--- src/rtl/lamp_sequence_player.sv ---
// Plays a stored list of lamp codes onto the detector's one-hot lamp bus,
// holding each for a latched dwell time and counting the alarms that come back.
module lamp_sequence_player #(
  parameter int DEPTH   = 16,
  parameter int DWELL_W = 8
) (
  input  logic                     clk,
  input  logic                     reset,
  input  logic                     load_valid,
  input  logic [1:0]               load_code,
  output logic                     load_ready,
  input  logic                     clear,
  input  logic [DWELL_W-1:0]       dwell,
  input  logic                     start,
  input  logic                     abort,
  output logic [2:0]               lamps,
  input  logic                     alarm_in,
  output logic                     busy,
  output logic                     done,
  output logic [7:0]               alarm_count,
  output logic [$clog2(DEPTH):0]   seq_len
);
  localparam int AW = $clog2(DEPTH);

  typedef enum logic [1:0] {IDLE, PLAY, FINISH} state_t;

  state_t             state, state_nxt;
  logic [1:0]         mem [DEPTH];
  logic [AW-1:0]      idx, idx_nxt;
  logic [DWELL_W-1:0] dwell_q, dwell_nxt, cnt, cnt_nxt;
  logic [2:0]         lamps_nxt;
  logic [7:0]         acnt_nxt;
  logic [AW:0]        len_nxt, len_eff;
  logic               load_fire;
  logic [1:0]         code0;

  function automatic logic [2:0] decode(input logic [1:0] c);
    case (c)
      2'd1:    decode = 3'b001;
      2'd2:    decode = 3'b010;
      2'd3:    decode = 3'b100;
      default: decode = 3'b000;
    endcase
  endfunction

  // DEPTH is a power of two, so "full" is exactly the top bit of seq_len.
  assign load_ready = (state == IDLE) && !seq_len[AW];
  assign load_fire  = load_valid && load_ready && !clear;
  assign len_eff    = seq_len + {{AW{1'b0}}, load_fire};
  // A load in the start cycle into an empty buffer lands in entry 0.
  assign code0      = (seq_len == '0) ? load_code : mem[0];
  assign busy       = (state == PLAY);
  assign done       = (state == FINISH);

  always_comb begin
    state_nxt = state;
    idx_nxt   = idx;
    cnt_nxt   = cnt;
    dwell_nxt = dwell_q;
    lamps_nxt = lamps;
    acnt_nxt  = alarm_count;
    len_nxt   = len_eff;
    case (state)
      IDLE: begin
        if (clear) begin
          len_nxt = '0;
        end else if (start && len_eff != '0) begin
          state_nxt = PLAY;
          idx_nxt   = '0;
          cnt_nxt   = DWELL_W'(1);
          dwell_nxt = (dwell == '0) ? DWELL_W'(1) : dwell;
          acnt_nxt  = '0;
          lamps_nxt = decode(code0);
        end
      end
      PLAY: begin
        if (abort) begin
          state_nxt = IDLE;
          lamps_nxt = 3'b000;
        end else begin
          if (alarm_in && alarm_count != 8'hff) acnt_nxt = alarm_count + 8'd1;
          if (cnt == dwell_q) begin
            if ({1'b0, idx} == seq_len - (AW+1)'(1)) begin
              lamps_nxt = 3'b000;
              state_nxt = FINISH;
            end else begin
              idx_nxt   = idx + AW'(1);
              cnt_nxt   = DWELL_W'(1);
              lamps_nxt = decode(mem[idx + AW'(1)]);
            end
          end else begin
            cnt_nxt = cnt + DWELL_W'(1);
          end
        end
      end
      FINISH: begin
        state_nxt = IDLE;
        if (alarm_in && alarm_count != 8'hff) acnt_nxt = alarm_count + 8'd1;
      end
      default: state_nxt = IDLE;
    endcase
  end

  always_ff @(posedge clk) begin
    if (reset) begin
      state       <= IDLE;
      idx         <= '0;
      cnt         <= '0;
      dwell_q     <= '0;
      lamps       <= 3'b000;
      alarm_count <= '0;
      seq_len     <= '0;
    end else begin
      state       <= state_nxt;
      idx         <= idx_nxt;
      cnt         <= cnt_nxt;
      dwell_q     <= dwell_nxt;
      lamps       <= lamps_nxt;
      alarm_count <= acnt_nxt;
      seq_len     <= len_nxt;
    end
  end

  // Buffer contents need no reset; seq_len alone says what is valid.
  always_ff @(posedge clk) begin
    if (load_fire) mem[seq_len[AW-1:0]] <= load_code;
  end

endmodule

--- config.mk ---
export PLATFORM = sky130hd
export DESIGN_NAME = lamp_sequence_player
export DESIGN_NICKNAME = d
export VERILOG_FILES = /design/src/rtl/lamp_sequence_player.sv
export SDC_FILE = /design/constraint.sdc
export NUM_CORES = 1
export LEC_CHECK = 0
export CAP_MARGIN = 20
export CORE_ASPECT_RATIO = 0.9
export CORE_MARGIN = 2
export CORE_UTILIZATION = 40
export CTS_BUF_LIST = sky130_fd_sc_hd__clkbuf_4 sky130_fd_sc_hd__clkbuf_8
export DETAILED_ROUTE_END_ITERATION = 16
export PLACE_DENSITY = 0.55
export SYNTH_ARGS = -nofsm -noshare
export SYNTH_HDL_FRONTEND = slang
export SYNTH_SLANG_ARGS = --single-unit
--- constraint.sdc ---
create_clock -name clk -period 4.8 [get_ports clk]
set_input_delay 1.44 -clock clk [delete_from_list [all_inputs] [get_ports clk]]
set_output_delay 1.44 -clock clk [all_outputs]
set_load 0.01 [all_outputs]
# Word-level counts from Yosys, hierarchy flattened
# Memory sizes are Yosys's and may differ from the RTL's.
# Index checks and enable logic that the tools add are counted.
# totals
register_bits	38
ramBits	32
in_bits	17
output_inout_bits	19
memories	1
# classes
n_addsub	5
eq_ne	19
mux	37
n_bitwise	1
n_reduce_logical	19
# mem_list
memory	depth	width	read_ports	rd_ports_with_merged_regs	write_ports	line	rtl
mem	16	2	2	0	1	28	logic [1:0] mem [DEPTH];
# op_table
cell	n
2-to-1 mux 8 bit	10
one-hot mux 8 bit (3 select lines)	1
2-to-1 mux 4 bit	5
one-hot mux 3 bit (3 select lines)	2
adder 8 x 1 -> 8 bit (second input constant)	2
one-hot mux 8 bit (2 select lines)	1
2-to-1 mux 3 bit	5
2-to-1 mux 2 bit	6
AND reduction 4 bit	3
equality test 2 bit (second input constant)	5
2-to-1 mux 5 bit	2
equality test 8 bit	1
logical NOT 8 bit	1
!= test 8 bit (second input constant)	1
one-hot mux 4 bit (2 select lines)	1
equality test 2 x 1 -> 1 bit (second input constant)	3
!= test 2 bit (second input constant)	3
!= test 3 x 2 -> 1 bit (second input constant)	2
one-hot mux 3 bit (2 select lines)	1
AND reduction 6 bit	1
adder 5 x 1 -> 5 bit	1
equality test 4 x 5 -> 1 bit	1
logical AND 1 bit	5
logical NOT 5 bit	1
other kinds (14)	17

# Longest topological paths before layout
# depth
word_depth	10
mapped_depth	13

# Least setup slack after synthesis
# No wires, ideal clock.
# synth_timing
path_type	input to register
start	in clear
end	reg alarm_count[3]
setup_time_ns	0.086
arrival_time_ns	3.903
setup_slack_ns	0.811
cell_stages	8
cell_sequence	nor4b_1 -> ha_1 -> and3_4 -> mux2_4 -> o211ai_4 -> o2111ai_4 -> or3_4 -> a221oi_2
# synth_between
elab_chain_len	7
# synth_rtl
item	line	rtl
from (decl)	12	input logic clear,
logical NOT 1 bit	48	assign load_fire = load_valid && load_ready && !clear;
logical AND 1 bit	48	
adder 5 x 1 -> 5 bit	49	assign len_eff = seq_len + {{AW{1'b0}}, load_fire};
nonzero test 5 bit	67	end else if (start && len_eff != '0) begin
logical AND 1 bit	67	
!= test 2 x 1 -> 1 bit (no source line)	n/a	
AND reduction 4 bit (no source line) (*)	n/a	
to (signal assigned)	119	alarm_count <= acnt_nxt;
to (decl)	20	output logic [7:0] alarm_count,
# Mark *: on every way between the ends. The rest lies on a longest branch, timed or not.
# A chain may end at the register's enable or synchronous reset.

# Worst setup path in the final report
# layout_timing
start	in clear
end	reg cnt[7]
# layout_between
elab_chain_len	7
# layout_rtl
item	line	rtl
logical NOT 1 bit	48	
logical AND 1 bit	48	
adder 5 x 1 -> 5 bit	49	
nonzero test 5 bit	67	
logical AND 1 bit	67	
!= test 2 x 1 -> 1 bit (no source line)	n/a	
AND reduction 5 bit (no source line) (*)	n/a	
to (signal assigned)	116	cnt <= cnt_nxt;
to (decl)	30	logic [DWELL_W-1:0] dwell_q, dwell_nxt, cnt, cnt_nxt;
# Marks and branches as above.

==> impl_metrics.tcl <==
set metrics [dict create \
    min_from "alarm_count[1]" \
    n_antenna_cell 0 \
    grt_pass1_wl_um 13000 \
    relSlewSlack_pct 46.3 \
    top_usage_layer "met2" \
    clock_latency_ps 350 \
    hold_viol 0 \
    syn_area_um2 3640 \
    cts.sinks 70 \
    postCtsSetupRepairBufs 0 \
    vias 2670 \
    design.die.area_um2 9880 \
    cp_max_fo 9 \
    drt-wirelength-per-cell_um 15.6 \
    hold_depth 2 \
    fin_area_um2 4340 \
    synthFlopType "dfxtp_1" \
    antenna_found_initial 0 \
    fin_ws_ps 753 \
    async_flop_share_pct 0 \
    drv_slew 0 \
    rows 33 \
    timing.final.crit_share_pct 84.3 \
    final_antenna_net_count 0 \
    worstPathRequired_ps 5040 \
    use_met3_pct 4.55 \
    r2r_slack_ps 1340 \
    portBuffers 35 \
    synth-seq-cells 70 \
    min_period_ps 4050 \
    startpoint_type "primary input" \
    cts_buffers 9 \
    clock.fmax_ghz 0.247 \
    cts_tree "done" \
    fillerInstances 830 \
    worst_pin_slew_ps 797 \
    num-nets-final 403 \
    fp.dieW_um 105 \
    cts_max_path_buffers 2 \
    timing.rr.start "state[1]" \
    fin_setup_tns_ps 0 \
    initial_core_util_pct 40.6 \
    grt_pass1_vias 2552 \
    via_per_inst 5.34 \
    hold_end "alarm_count[1]" \
    first_iter_violations 141 \
    gp_congestion 0.800 \
    finClkSkew_ps 7.72 \
    yosys.area.top_type_share_pct 26.4 \
    cts_max_level 3 \
    synth-edff-count 32 \
    core_area_um2 8960 \
    vdd_drop_max_mv 0.147 \
    synth.area.top_cells "edfxtp_1 26%, dfxtp_1 21%, mux4_2 6.2%" \
    synthTopCellsByCount "38 x dfxtp_1, 34 x nor2_1, 32 x edfxtp_1, 19 x nand2_1, 17 x inv_1" \
    synth_cell_types 56 \
    yosysMostFrequentCell "dfxtp_1" \
    p_leak_nw 1.55 \
    reg2reg_to "cnt[7]" \
    holdCritPathClass "reg2reg" \
    dpl.hpwl_um 5590 \
    maxCapViolCount 0 \
    avgSynthCellArea_um2 10.9 \
    cts_hold_buf 0 \
    p_total_mw 1.63 \
    grt_max_degree 29 \
    synth_seq_area_share_pct 47.3 \
    use_met2_pct 26.4 \
    overflow 0 \
    synth_top_cell_by_area "edfxtp_1" \
    grtUsageMet1_pct 23.1 \
    reg2reg_depth 13 \
    die_h_um 94.5 \
    ys_warn_count 0 \
    powerDensity_nw_per_um2 375 \
    root_buffer "clkbuf_8" \
    drc_errors 0 \
    area_delta_synth_final_pct 19.2 \
    drt-pass1-iter-count 4 \
    placed_area_um2 4120 \
    syn_inst 335 \
    pre_cts_slack_ps 482 \
    cts_resized 0 \
    rsz0062_at_grt "no" \
    synth_nets 365 \
    finalSetupViolations 0 \
    grt_usage_pct 16.8 \
    ioPinCount 36 \
    clk_pin_slew_worst_paths_ps 70 \
    drt_wl_total_um 7800 \
    crit_type "in2reg" \
    utilization_pct 48.4 \
    drive_gt1_share_pct 11.4 \
    cp.arrival_ps 4290 \
    status "finished clean" \
    cp-end-kind "register" \
]
-- routing by layer --
| metal | wire length (um) | vias to the layer above |
|---|---|---|
| met2 | 3500 | 67 |
| li1 | - | 1324 |
| met5 | 0 | - |
| met1 | 3790 | 1269 |
| met3 | 422 | 10 |
| met4 | 91 | 0 |
-- state kept, by name, summed over array words and instances (netlist names) --
signal,flops
cnt,8
idx,4
state,2
mem,32
dwell_q,8
lamps,3
seq_len,5
alarm_count,8
-- cells in the final DEF, fill, tap and decap left out, drive strengths merged, types with 13 or more instances in the layout --
cell type	n
dfxtp	38
clkdlybuf4s50	35
nor2	34
edfxtp	32
nand2	19
inv	18
a21oi	16
xor2	13
o21ai	13
ha	13
-- power breakdown --
| group | switching (mW) | leakage (nW) | total (mW) | internal, mW |
|---|---|---|---|---|
| logic | 0.259 | 0.848 | 0.434 | 0.175 |
| registers | 0.0256 | 0.596 | 0.677 | 0.651 |
| clock network | 0.221 | 0.109 | 0.519 | 0.298 |
| total | 0.506 | 1.55 | 1.63 | 1.12 |
-- critical path, stage by stage --
cell and delay, ps:
clkdlybuf4s50_1 460, nor4b_1 380, ha_1 260, ha_1 160, nor3_1 60, mux2_4 320, o211a_1 320, nor3_2 420
a41oi_1 170, a311oi_1 300
-- stage by stage --
stage	hold WS (ps)	instances
3_5_place_dp	497	484
5_1_grt	545	500
4_1_cts	508	500
3_3_place_gp	494	484
2_1_floorplan	470	335
6_report	502	500
-- kinds of logic after synthesis --
| group | count (synthesis) | share of synthesized area (%) |
|---|---|---|
| and+or+nand+nor | 106 | 14.9 |
| AOI/OAI and AO/OA | 77 | 16.5 |
| DFF | 70 | 47.3 |
| buffers and inverters | 30 | 3.33 |
| xor gates and xnor gates | 21 | 5.05 |
| muxes | 18 | 8.52 |
| adders and majority gates | 13 | 4.47 |
-- worst max path at each step --
stage	cells after the start	slack [ps]	to	from
after detailed placement	10	480	cnt[6]	clear
final	10	750	cnt[7]	clear
after global routing	10	570	cnt[7]	clear
after floorplan	8	810	alarm_count[3]	clear
after CTS	10	760	cnt[7]	clear
after global placement	10	540	alarm_count[3]	clear
-- final cells by class --
cell class                 instances  area (um2)  area share [%]
clock buffer                      10         131            3.03
clock inverter                     6        85.1            1.96
inverter                          17        63.8            1.47
multi-input combinational        235        1800            41.4
sequential                        70        1720            39.7
tap                              122         153            3.52
timing repair buffer              40         388            8.94
Note: power is estimated with default switching activity, not from simulation.
